File: src/rtl/voxel_bin_scheduler.sv
// voxel_bin_scheduler
//
// Sequences the voxel-bin accumulation RAM from the decoded event stream.
// Keeps a ring of NUM_BINS temporal bins and detects bin rollover from event
// timestamps. Each accepted event becomes an increment command.
// Once the ring is full, every rollover hands the completed window to the
// classifier with a req/ack handshake. The bin about to be reused is then
// cleared before the event that caused the rollover is written into it.
//
// Ports:
//   clk         clock
//   rst         asynchronous reset, active-low
//   ev_valid    single-cycle event strobe (no backpressure)
//   ev_x, ev_y  grid coordinates
//   ev_pol      event polarity
//   ev_ts       16-bit event timestamp, wraps modulo 2^16
//   inc_en      increment the voxel at inc_addr
//   inc_addr    voxel address {bin, pol, y, x}
//   clr_en      write zero at clr_addr
//   clr_addr    voxel address being cleared
//   win_req     a completed window is ready for the classifier
//   win_oldest  oldest bin of the window (read order oldest..cur_bin)
//   win_ack     classifier has finished reading the window
//   cur_bin     bin currently accumulating
//   busy        high while events would be dropped (init sweep, handshake,
//               bin clear, flush)
//   drop_count  saturating count of discarded events

module voxel_bin_scheduler #(
    parameter int GRID_BITS  = 4,
    parameter int NUM_BINS   = 4,
    parameter int BIN_PERIOD = 1000,
    // Derived widths; leave at their defaults.
    parameter int BIN_W      = $clog2(NUM_BINS),
    parameter int ADDR_W     = BIN_W + 1 + 2*GRID_BITS
) (
    input  logic                 clk,
    input  logic                 rst,
    input  logic                 ev_valid,
    input  logic [GRID_BITS-1:0] ev_x,
    input  logic [GRID_BITS-1:0] ev_y,
    input  logic                 ev_pol,
    input  logic [15:0]          ev_ts,
    output logic                 inc_en,
    output logic [ADDR_W-1:0]    inc_addr,
    output logic                 clr_en,
    output logic [ADDR_W-1:0]    clr_addr,
    output logic                 win_req,
    output logic [BIN_W-1:0]     win_oldest,
    input  logic                 win_ack,
    output logic [BIN_W-1:0]     cur_bin,
    output logic                 busy,
    output logic [15:0]          drop_count
);

    // Width of the in-bin part of a voxel address: {pol, y, x}.
    localparam int SUB_W = 1 + 2*GRID_BITS;

    localparam logic [ADDR_W-1:0] INIT_LAST = '1;
    localparam logic [SUB_W-1:0]  CLR_LAST  = '1;
    localparam logic [BIN_W:0]    FULL      = (BIN_W+1)'(NUM_BINS);
    localparam logic [15:0]       PERIOD    = 16'(BIN_PERIOD);
    localparam logic [15:0]       PERIOD_X2 = 16'(2*BIN_PERIOD);

    typedef enum logic [2:0] {
        S_INIT_CLR,
        S_WAIT_FIRST,
        S_ACCUM,
        S_WIN_REQ,
        S_CLEAR,
        S_FLUSH
    } state_t;

    state_t state;
    state_t state_next;

    logic              active;
    logic [ADDR_W-1:0] sweep_cnt;
    logic [15:0]       bin_start;
    logic [BIN_W:0]    filled;
    logic [SUB_W-1:0]  pending;

    logic [SUB_W-1:0]  ev_sub;
    logic [15:0]       elapsed;
    logic              is_late;
    logic              is_roll;
    logic              is_gap;
    logic [BIN_W:0]    filled_inc;
    logic              drop;

    assign ev_sub  = {ev_pol, ev_y, ev_x};
    assign elapsed = ev_ts - bin_start;

    // A modular difference with the top bit set means the event is older
    // than the bin start. Such late events are folded into the current bin
    // and never cause a rollover.
    assign is_late    = elapsed[15];
    assign is_roll    = !is_late && (elapsed >= PERIOD);
    assign is_gap     = elapsed >= PERIOD_X2;
    assign filled_inc = (filled == FULL) ? filled : filled + (BIN_W+1)'(1);

    assign drop = ev_valid && (state == S_INIT_CLR || state == S_WIN_REQ ||
                               state == S_CLEAR    || state == S_FLUSH);

    // State register.
    always_ff @(posedge clk or negedge rst) begin
        if (!rst) begin
            state <= S_INIT_CLR;
        end else begin
            state <= state_next;
        end
    end

    // Next-state logic and the state-decoded outputs.
    // The init sweep is qualified by 'active' so that nothing is driven
    // while reset is held. The sweep starts on the first edge after release.
    always_comb begin
        state_next = state;
        clr_en     = 1'b0;
        clr_addr   = '0;
        win_req    = 1'b0;
        win_oldest = '0;
        busy       = 1'b0;
        case (state)
            S_INIT_CLR: begin
                if (active) begin
                    clr_en   = 1'b1;
                    clr_addr = sweep_cnt;
                    busy     = 1'b1;
                    if (sweep_cnt == INIT_LAST) begin
                        state_next = S_WAIT_FIRST;
                    end
                end
            end
            S_WAIT_FIRST: begin
                if (ev_valid) begin
                    state_next = S_ACCUM;
                end
            end
            S_ACCUM: begin
                if (ev_valid && is_roll) begin
                    state_next = (filled_inc == FULL) ? S_WIN_REQ : S_CLEAR;
                end
            end
            S_WIN_REQ: begin
                busy       = 1'b1;
                win_req    = 1'b1;
                win_oldest = cur_bin + BIN_W'(1);
                if (win_ack) begin
                    state_next = S_CLEAR;
                end
            end
            S_CLEAR: begin
                busy     = 1'b1;
                clr_en   = 1'b1;
                clr_addr = {cur_bin, sweep_cnt[SUB_W-1:0]};
                if (sweep_cnt[SUB_W-1:0] == CLR_LAST) begin
                    state_next = S_FLUSH;
                end
            end
            S_FLUSH: begin
                busy       = 1'b1;
                state_next = S_ACCUM;
            end
            default: begin
                state_next = S_INIT_CLR;
            end
        endcase
    end

    // Datapath: bin bookkeeping, sweep counter, increment command and drop
    // counter. cur_bin advances on the transition into CLEAR. The clear sweep
    // and the pending flush therefore already target the reused bin.
    always_ff @(posedge clk or negedge rst) begin
        if (!rst) begin
            active     <= 1'b0;
            sweep_cnt  <= '0;
            bin_start  <= '0;
            filled     <= '0;
            pending    <= '0;
            cur_bin    <= '0;
            inc_en     <= 1'b0;
            inc_addr   <= '0;
            drop_count <= '0;
        end else begin
            active <= 1'b1;
            inc_en <= 1'b0;
            if (drop && drop_count != 16'hFFFF) begin
                drop_count <= drop_count + 16'd1;
            end
            case (state)
                S_INIT_CLR: begin
                    if (active) begin
                        sweep_cnt <= sweep_cnt + ADDR_W'(1);
                    end
                end
                S_WAIT_FIRST: begin
                    if (ev_valid) begin
                        bin_start <= ev_ts;
                        cur_bin   <= '0;
                        inc_en    <= 1'b1;
                        inc_addr  <= {{BIN_W{1'b0}}, ev_sub};
                    end
                end
                S_ACCUM: begin
                    if (ev_valid) begin
                        if (!is_roll) begin
                            inc_en   <= 1'b1;
                            inc_addr <= {cur_bin, ev_sub};
                        end else begin
                            pending   <= ev_sub;
                            filled    <= filled_inc;
                            sweep_cnt <= '0;
                            // A gap of two or more periods resyncs the bin
                            // start to this event. Either way only one bin
                            // advance happens.
                            bin_start <= is_gap ? ev_ts : bin_start + PERIOD;
                            if (filled_inc != FULL) begin
                                cur_bin <= cur_bin + BIN_W'(1);
                            end
                        end
                    end
                end
                S_WIN_REQ: begin
                    if (win_ack) begin
                        cur_bin   <= cur_bin + BIN_W'(1);
                        sweep_cnt <= '0;
                    end
                end
                S_CLEAR: begin
                    sweep_cnt <= sweep_cnt + ADDR_W'(1);
                    if (sweep_cnt[SUB_W-1:0] == CLR_LAST) begin
                        inc_en   <= 1'b1;
                        inc_addr <= {cur_bin, pending};
                    end
                end
                default: begin
                end
            endcase
        end
    end

endmodule

File: config.mk
export PLATFORM = sky130hd
export DESIGN_NAME = voxel_bin_scheduler
export DESIGN_NICKNAME = d
export VERILOG_FILES = /design/src/rtl/voxel_bin_scheduler.sv
export SDC_FILE = /design/constraint.sdc
export NUM_CORES = 1
export LEC_CHECK = 0
export ABC_AREA = 1
export BUFFER_PORTS_ARGS = -buffer_cell sky130_fd_sc_hd__buf_2
export CAP_MARGIN = 20
export CORE_UTILIZATION = 55
export CTS_CLUSTER_SIZE = 14
export DETAILED_ROUTE_END_ITERATION = 16
export HOLD_SLACK_MARGIN = 0.15
export PLACE_DENSITY = 0.77
export SLEW_MARGIN = 25
export SYNTH_ARGS = -nofsm -noshare
export SYNTH_HDL_FRONTEND = slang
export SYNTH_SLANG_ARGS = --single-unit
File: constraint.sdc
create_clock -name clk -period 6.55 [get_ports clk]
set_input_delay 1.31 -clock clk [delete_from_list [all_inputs] [get_ports clk]]
set_output_delay 1.31 -clock clk [all_outputs]
set_load 0.05 [all_outputs]
# Yosys cells after proc, flatten, opt, wreduce, memory -nomap -nowiden
# Index checks and enable logic that the tools add are counted.
[word_totals]
ff_bits = 73
inputBits = 29
out_inout_bits = 46
[op_classes]
add_sub_neg = 6
magnitude_cmp = 2
eq_ne = 21
muxes = 42
reduce_logical = 20
[ops]
columns = ["cell", "count"]
rows = [
  ["2-to-1 mux 11 bit", 9],
  ["2-to-1 mux 16 bit", 4],
  ["case mux 11 bit (4 select lines)", 1],
  ["case mux 11 bit (3 select lines)", 1],
  ["case mux 16 bit (2 select lines)", 1],
  ["2-to-1 mux 3 bit", 8],
  ["case mux 11 bit (2 select lines)", 1],
  ["case mux 3 bit (6 select lines)", 1],
  ["adder 16 x 1 -> 16 bit, second input constant", 1],
  ["adder 16 x 10 -> 16 bit, second input constant", 1],
  [">= comparator 16 x 10 -> 1 bit, second input constant", 1],
  [">= comparator 16 x 11 -> 1 bit, second input constant", 1],
  ["!= test 16 bit, second input constant", 1],
  ["!= test 2 bit, second input constant", 8],
  ["subtractor 16 bit", 1],
  ["equality test 3 bit, second input constant", 4],
  ["2-to-1 mux 2 bit", 6],
  ["AND reduction 6 bit", 2],
  ["adder 11 x 1 -> 11 bit, second input constant", 1],
  ["equality test 11 bit, second input constant", 1],
  ["AND reduction 5 bit", 2],
  ["equality test 9 bit, second input constant", 1],
  ["equality test 3 x 2 -> 1 bit, second input constant", 2],
  ["2-to-1 mux 1 bit", 6],
  ["other kinds (18)", 26],
]

# Logic depth before layout (Yosys ltp)
# Gate-level depths: netlist of run 1.
[logic_depth]
ltp_word = 7
depth_mapped = 21

# Worst setup path after synthesis of run 1
# Ideal clock, no wire load.
[synth_timing]
kind = "reg-to-output"
from = "register state[1]"
to = "output clr_addr[0]"
arrival_time_ns = 2.250
t_required_ns = 5.240
setup_slack_ns = 2.990
stages_incl_launch_ff = 8
path_cell_list = "dfrtp_1 > inv_2 > nand2_1 > nor2_1 > inv_1 > nand2_1 > clkinv_1 > nor2_1"
[synth_between]
elab_chain_len = 2
word_cells_on_any_way = 3
[synth_lines]
columns = ["element", "line", "rtl"]
rows = [
  ["from (decl)", "74", "state_t state;"],
  ["from (signal assigned)", "110", "state <= state_next;"],
  ["equality test 3 bit or logical NOT 3 bit (tied branches)", "124", "case (state)"],
  ["case mux 11 bit (2 select lines) *", "124", ""],
  ["to (decl)", "47", "output logic [ADDR_W-1:0] clr_addr,"],
]
# Every way passes the cells marked *; elsewhere a longest branch is shown, timed or not.

# Final worst setup path of run 1
[layout_timing]
from = "input ev_ts[0]"
to = "register sweep_cnt[9]"
[layout_between]
elab_chain_len = 5
word_cells_on_any_way = 6
[layout_lines]
columns = ["element", "line", "rtl"]
rows = [
  ["from (decl)", "43", "input logic [15:0] ev_ts,"],
  ["subtractor 16 bit *", "92", "assign elapsed = ev_ts - bin_start;"],
  [">= comparator 16 x 10 -> 1 bit or logical NOT 1 bit (tied branches)", "98", "assign is_roll = !is_late && (elapsed >= PERIOD);"],
  ["logical AND 1 bit *", "98", ""],
  ["!= test 2 bit (no source line) *", "-", ""],
  ["AND reduction 5 bit (no source line) *", "-", ""],
  ["to (signal assigned)", "194", "sweep_cnt <= sweep_cnt + ADDR_W'(1);"],
  ["to (signal assigned)", "231", "sweep_cnt <= sweep_cnt + ADDR_W'(1);"],
  ["to (decl)", "78", "logic [ADDR_W-1:0] sweep_cnt;"],
]
# Marks and branches as above.
# A chain may end at the register's enable or synchronous reset.

==> run_results.csv, run 1 <==
group,metric,value,unit
global_routing,grt_max_degree,74,
clock_network,cts_tree,"done",
drt,ant_nets,0,
power,p_clk_frac,0.155,
power,p_sw,1.51,mW
layout,drive_above_1_share,0.157,
clock_network,h-tree-depth,3,
logic_synthesis,yosysSeqAreaShare,0.348,
layout,mostFrequentLayoutCells,"nand2_1 (284), inv_1 (111), buf_2 (74), dfrtp_1 (73), nand3_1 (61)",
layout,syn2layout_area_growth,13.2,%
timing,setup_tns,0,ns
drt,dr_total_vias,5043,
logic_synthesis,ys_async_sr_fraction,1.00,
power,pwr-share-comb,0.583,
die,core-area,9240,um2
layout,diodes,0,
global_routing,grt_use_total,0.263,
timing,setup_viol,0,
timing,rsz0062_at_grt,"false",
global_routing,antenna_found_initial,0,
drt,drc,0,
logic_synthesis,postSynthCellCount,775,
drt,routed_wirelength,12.3,mm
die,fp.dieW,99.7,um
power,ir_worst_vdd,0.425,mV
clock_network,cts_setup_buffers,0,
die,die_y,99.7,um
hold_path,hold_class,"reg2reg",
logic_synthesis,ys_ff_latch,73,
clock_network,cts.repair.resized,0,
worst_setup_path,crit_chain,"buf_2, inv_1, ha_1, fa_1, inv_1, nand3_1, nand2_1, nand2_1, nand2_1, nand2_1, nand3_1, nand2_1, nand2_2, inv_2, nand3_2, nand2_1, nand2_2, nand3_2, nand2_1, o21ai_2",
drt,dr.pass1.iters,5,
clock_network,cts_made_buffers,9,
drt,wire_per_inst,12.6,um
worst_setup_path,cp.arrival,3.80,ns
layout,fin_cells,982,
worst_setup_path,crit_start,"ev_ts[0]",
worst_setup_path,r2r_start,"bin_start[5]",
die,die_area,9940,um2
place,hpwl,9.22,mm
place,routabilityCongestion,0.918,
drt,drt_iter0_markers,232,
worst_setup_path,r2r_setup_slack,3.60,ns
global_routing,grt_pass1_vias,4775,
logic_synthesis,synth_ff_type,"dfrtp_1",
worst_setup_path,critPathRequiredTime,6.79,ns
worst_setup_path,start_kind,"input pin",
timing,min_period,3.56,ns
clock_network,cts_root_buf,"clkbuf_8",
power,sw_frac_of_total,0.526,
clock_network,path_clk_slew,0.08,ns
worst_setup_path,cp.buffers_inverters,4,
power,power.internal,1.36,mW
power,leakagePower,3.31,nW
clock_network,cts.sinks,73,
clock_network,clock_latency,0.36,ns
worst_setup_path,cpPeakStageDelay,0.41,ns
place,io_buffers,74,
worst_setup_path,worst-path-stages,20,
die,initial_utilization,0.568,
worst_setup_path,path_class,"in2reg",
power,p_per_area,483,nW/um2
worst_setup_path,rr_endpoint,"sweep_cnt[9]",
timing,slew_headroom,0.431,
timing,period_share,0.544,
layout,nFillCells,873,
timing,timing.final.hold_violations,0,
layout,finish.utilization,0.643,
worst_setup_path,reg2reg_depth,17,
timing,tightest_slew,0.850,ns
logic_synthesis,synth_edf_count,0,
worst_setup_path,end_kind,"flip-flop",
worst_setup_path,crit_end,"sweep_cnt[9]",
hold_path,min-delay-start,"inc_addr[7]",
worst_setup_path,cp_slowest_cell,"nand3_2",
die,io_pins,75,
layout,nets,899,
clock_network,clock_path_buffers,2,
logic_synthesis,syn_nets,826,
global_routing,gr-total-overflow,0,
global_routing,grt_pass1_wl,21.0,mm
layout,layout_commonest_cell,"nand2_1",
worst_setup_path,path_max_fanout,22,
logic_synthesis,syn_area_per_cell,6.77,um2
clock_network,cts-hold-fix-buffers,0,
timing,drv_slew,0,
worst_setup_path,crit_top_cell,"nand2_1",
power,pwr-share-seq,0.262,
worst_setup_path,cpLargestDelayFamily,"simple AND/OR/NAND/NOR gates",
logic_synthesis,ys_types,42,
place,post-place-cells,966,
logic_synthesis,yosys_warnings,0,
run_status,status,"finished, final reports clean",
logic_synthesis,syn_area,5250,um2
timing,fin_worst_skew,0.00823,ns
job,cap_violations,0,
drt,viasPerCell,5.14,
timing,fmax,281,MHz
die,placementRows,35,
## area by class of cell
type                            count  area [um2]  area share
Multi-Input combinational cell    567        2870       0.483
Sequential cell                    73        1830       0.307
Inverter                          121         454      0.0764
Timing Repair Buffer               76         389      0.0655
Tap cell                          129         161      0.0272
Clock buffer                       10         128      0.0215
Clock inverter                      6         115      0.0194
## state kept, by name, indices dropped and copies added (netlist names)
name,flops
bin_start,16
drop_count,16
inc_addr,11
sweep_cnt,11
pending,9
filled,3
state,3
cur_bin,2
active,1
inc_en,1
## metrics by stage
step	power (mW)	setup slack [ns]	hold slack, ns	cell area [um2]
after floorplan	2.09	2.99	0.442	5250
after global placement	2.35	2.74	0.454	5700
after detailed placement	2.42	2.61	0.454	5700
after CTS	2.87	2.99	0.474	5940
after global routing	3.12	2.75	0.498	5940
final	2.87	2.99	0.471	5940
## worst min path at each step
| stage | end | depth (start not counted) |
|---|---|---|
| 2_1_floorplan | bin_start[2] | 2 |
| 3_3_place_gp | inc_addr[3] | 2 |
| 3_5_place_dp | inc_addr[4] | 2 |
| 4_1_cts | inc_addr[7] | 2 |
| 5_1_grt | inc_addr[4] | 2 |
| 6_report | inc_addr[7] | 2 |
## tightest hold or removal path, cell delays in order (launching register included)
cell	delay, ns
dfrtp_1	0.35
nand2_1	0.05
nand2_1	0.04
## metal layers
metal	part of all wire	up-vias	GRT usage	routed length, um
li1	-	2554	-	-
met1	0.47	2314	0.345	5770
met2	0.47	153	0.442	5810
met3	0.045	22	0.0408	558
met4	0.015	0	0.0894	187
met5	0	-	0	0
## cells by family after synthesis
| group | after synthesis | share of synthesized area |
|---|---|---|
| flops | 73 | 0.348 |
| other cells | 1 | 0.000714 |
| simple gates | 451 | 0.370 |
| buf+inv | 135 | 0.105 |
| compound gates | 67 | 0.0748 |
| mux | 1 | 0.00215 |
| xor+xnor | 25 | 0.0453 |
| fa+ha+maj | 22 | 0.0539 |
## power by group through the flow
| stage | logic, mW | clock network [mW] | registers (mW) |
|---|---|---|---|
| after floorplan | 1.17 | 0 | 0.926 |
| after global placement | 1.60 | 0 | 0.750 |
| after detailed placement | 1.66 | 0 | 0.759 |
| after CTS | 1.67 | 0.448 | 0.753 |
| after global routing | 1.87 | 0.470 | 0.777 |
| final | 1.67 | 0.445 | 0.754 |
## cells in the mapped netlist, types with 2 or more instances
library cell  instances  area, um2
o21ai_0              30        150
and2_1                2       12.5
nand3_2               3       30.0
nand2_1             284       1070
a21oi_2               2       17.5
ha_1                 21        263
nor3_2                2       20.0
o21ai_2              10       87.6
nor3_1                6       30.0
inv_1               111        417
o21ai_1               6       30.0
nand4_1               8       50.1
xnor2_1               6       52.6
buf_6                 4       45.0
xor2_1               18        158
clkbuf_1              3       11.3
nor4_1                3       18.8
buf_4                 3       22.5
nor2_1               60        225
nor2_2                2       12.5
dfrtp_1              73       1830
a21oi_1              15       75.1
nand2_2               6       37.5
nand3_1              61        305
o22ai_1               2       12.5
inv_2                 9       33.8
nor2_4                3       33.8
nand3b_1              6       45.0
buf_2                 3       15.0
Note: power is estimated with default switching activity, not from simulation.
==> inputs of run 2 (changes only) <==
- clock period: 6.55 -> 3.7 ns (I/O delays scaled with it)
==> run 2 against run 1 <==
Total power up 72%. Non-clock buffer count up 1. Via count down 1.4%. Sequential power up 76%. Clock-buffer cell count down 1. Clock skew up 0.011 ns. First-iteration DRC count up 20%. Die area unchanged. Highest routed layer unchanged.
==> run_results.csv, run 2 (synthesized netlist as in run 1, its figures left out) <==
group,metric,value,unit
run_status,status,"finished, final reports clean",
die,placementRows,35,
timing,holdWs,0.473,ns
worst_setup_path,cp.arrival,3.21,ns
timing,fmax,335,MHz
power,pwr-share-seq,0.269,
global_routing,gr-total-overflow,0,
clock_network,cts_root_buf,"clkbuf_8",
drt,drt_iter0_markers,279,
worst_setup_path,crit_chain,"buf_2, inv_1, ha_1, fa_1, inv_1, nand3_1, nand2_1, nand2_1, nand2_1, nand2_1, nand3_1, nand2_1, nand2_2, inv_2, nand3_2, nand2_1, nand2_2, nand3_2, nand2_1, o21ai_2",
timing,period_share,0.808,
worst_setup_path,cpPeakStageDelay,0.40,ns
layout,diodes,0,
power,p_per_area,835,nW/um2
global_routing,grt_use_total,0.259,
worst_setup_path,start_kind,"input pin",
die,die_area,9940,um2
worst_setup_path,cpLargestDelayFamily,"simple AND/OR/NAND/NOR gates",
drt,drc,0,
timing,min_period,2.99,ns
die,core-area,9240,um2
worst_setup_path,cp_slowest_cell,"nand3_2",
power,p_clk_frac,0.132,
layout,final_area,5920,um2
global_routing,grt_max_degree,39,
drt,dr.pass1.iters,5,
worst_setup_path,path_class,"in2reg",
die,initial_utilization,0.568,
drt,routed_wirelength,12.1,mm
power,sw_frac_of_total,0.538,
timing,timing.final.hold_violations,0,
worst_setup_path,crit_top_cell,"nand2_1",
power,leakagePower,3.31,nW
place,hpwl,9.45,mm
layout,layout_commonest_cell,"nand2_1",
power,pwr-share-comb,0.599,
layout,drive_above_1_share,0.159,
drt,wire_per_inst,12.3,um
global_routing,grt_pass1_vias,4618,
drt,ant_nets,0,
place,postPlaceCellArea,5720,um2
timing,rsz0062_at_grt,"false",
drt,viasPerCell,5.06,
layout,largestRegisters,"bin_start: 16 flops, drop_count: 16 flops",
power,p_sw,2.66,mW
clock_network,clock_latency,0.35,ns
clock_network,cts-hold-fix-buffers,0,
layout,nets,900,
worst_setup_path,path_max_fanout,22,
power,ir_worst_vdd,0.721,mV
die,fp.dieW,99.7,um
power,power.internal,2.28,mW
layout,finish.utilization,0.640,
clock_network,cts.sinks,73,
timing,drv_slew,0,
timing,fin_worst_skew,0.0196,ns
place,io_buffers,74,
clock_network,clock_path_buffers,2,
clock_network,path_clk_slew,0.10,ns
clock_network,cts_setup_buffers,0,
drt,dr_total_vias,4974,
timing,setup_tns,0,ns
place,routabilityCongestion,0.940,
worst_setup_path,end_kind,"flip-flop",
global_routing,grt_pass1_wl,20.7,mm
worst_setup_path,cp.buffers_inverters,4,
clock_network,cts_tree,"done",
hold_path,hold_class,"reg2reg",
layout,mostFrequentLayoutCells,"nand2_1 (284), inv_1 (111), buf_2 (74), dfrtp_1 (73), nand3_1 (61)",
clock_network,h-tree-depth,3,
clock_network,cts.repair.resized,0,
clock_network,cts_made_buffers,9,
global_routing,antenna_found_initial,0,
job,cap_violations,0,
die,io_pins,75,
timing,slew_headroom,0.393,
worst_setup_path,critPathRequiredTime,3.92,ns
die,die_y,99.7,um
timing,tightest_slew,0.910,ns
layout,syn2layout_area_growth,12.7,%
timing,setup_viol,0,
run 2: area by class of cell:
cell class	count	area, um2
multi-input cells	567	2870
flip-flops and latches	73	1830
clock inverters	7	75.1
clock buffers	9	124
inverters	121	454
well taps	129	161
fillers	860	3320
repair buffers	77	405
run 2: routing by layer:
metal  GRT usage  part of all wire  vias up
li1            -                 -     2551
met1       0.344              0.47     2305
met2       0.433              0.48      105
met3      0.0379             0.036       13
met4      0.0871            0.0092        0
met5           0                 0        -
run 2: worst register-to-register path: cells and delay by family, from the launching register on:
kind / cells / cell delay, ns
buf+inv: 1 / 0.10
fa+ha+maj: 1 / 0.37
simple gates: 14 / 1.82
flops: 1 / 0.44
compound gates: 1 / 0.07
run 2: metrics by stage:
step	setup WS, ns	std cells	power [mW]
after floorplan	0.710	775	3.71
after global placement	0.477	967	4.20
after detailed placement	0.359	967	4.29
after CTS	0.723	983	4.95
after global routing	0.463	983	5.40
final	0.711	983	4.94
run 2: worst paths after layout:
kind,to,start,depth (start not counted),slack [ns]
min in group asynchronous,bin_start[12],rst,1,0.51
hold reg to reg,inc_addr[4],inc_addr[4],2,0.47
setup / recovery,sweep_cnt[7],ev_ts[0],20,0.71
max in group asynchronous,filled[1],rst,2,2.47
hold / removal,inc_addr[4],inc_addr[4],2,0.47
setup reg to reg,sweep_cnt[7],bin_start[5],17,0.80
run 2: power by group through the flow:
stage	logic, mW	registers, mW	clock network, mW
CTS	2.96	1.33	0.661
finish	2.96	1.33	0.651
floorplan	2.07	1.64	0
global placement	2.87	1.33	0
global route	3.33	1.37	0.694
detailed placement	2.95	1.34	0
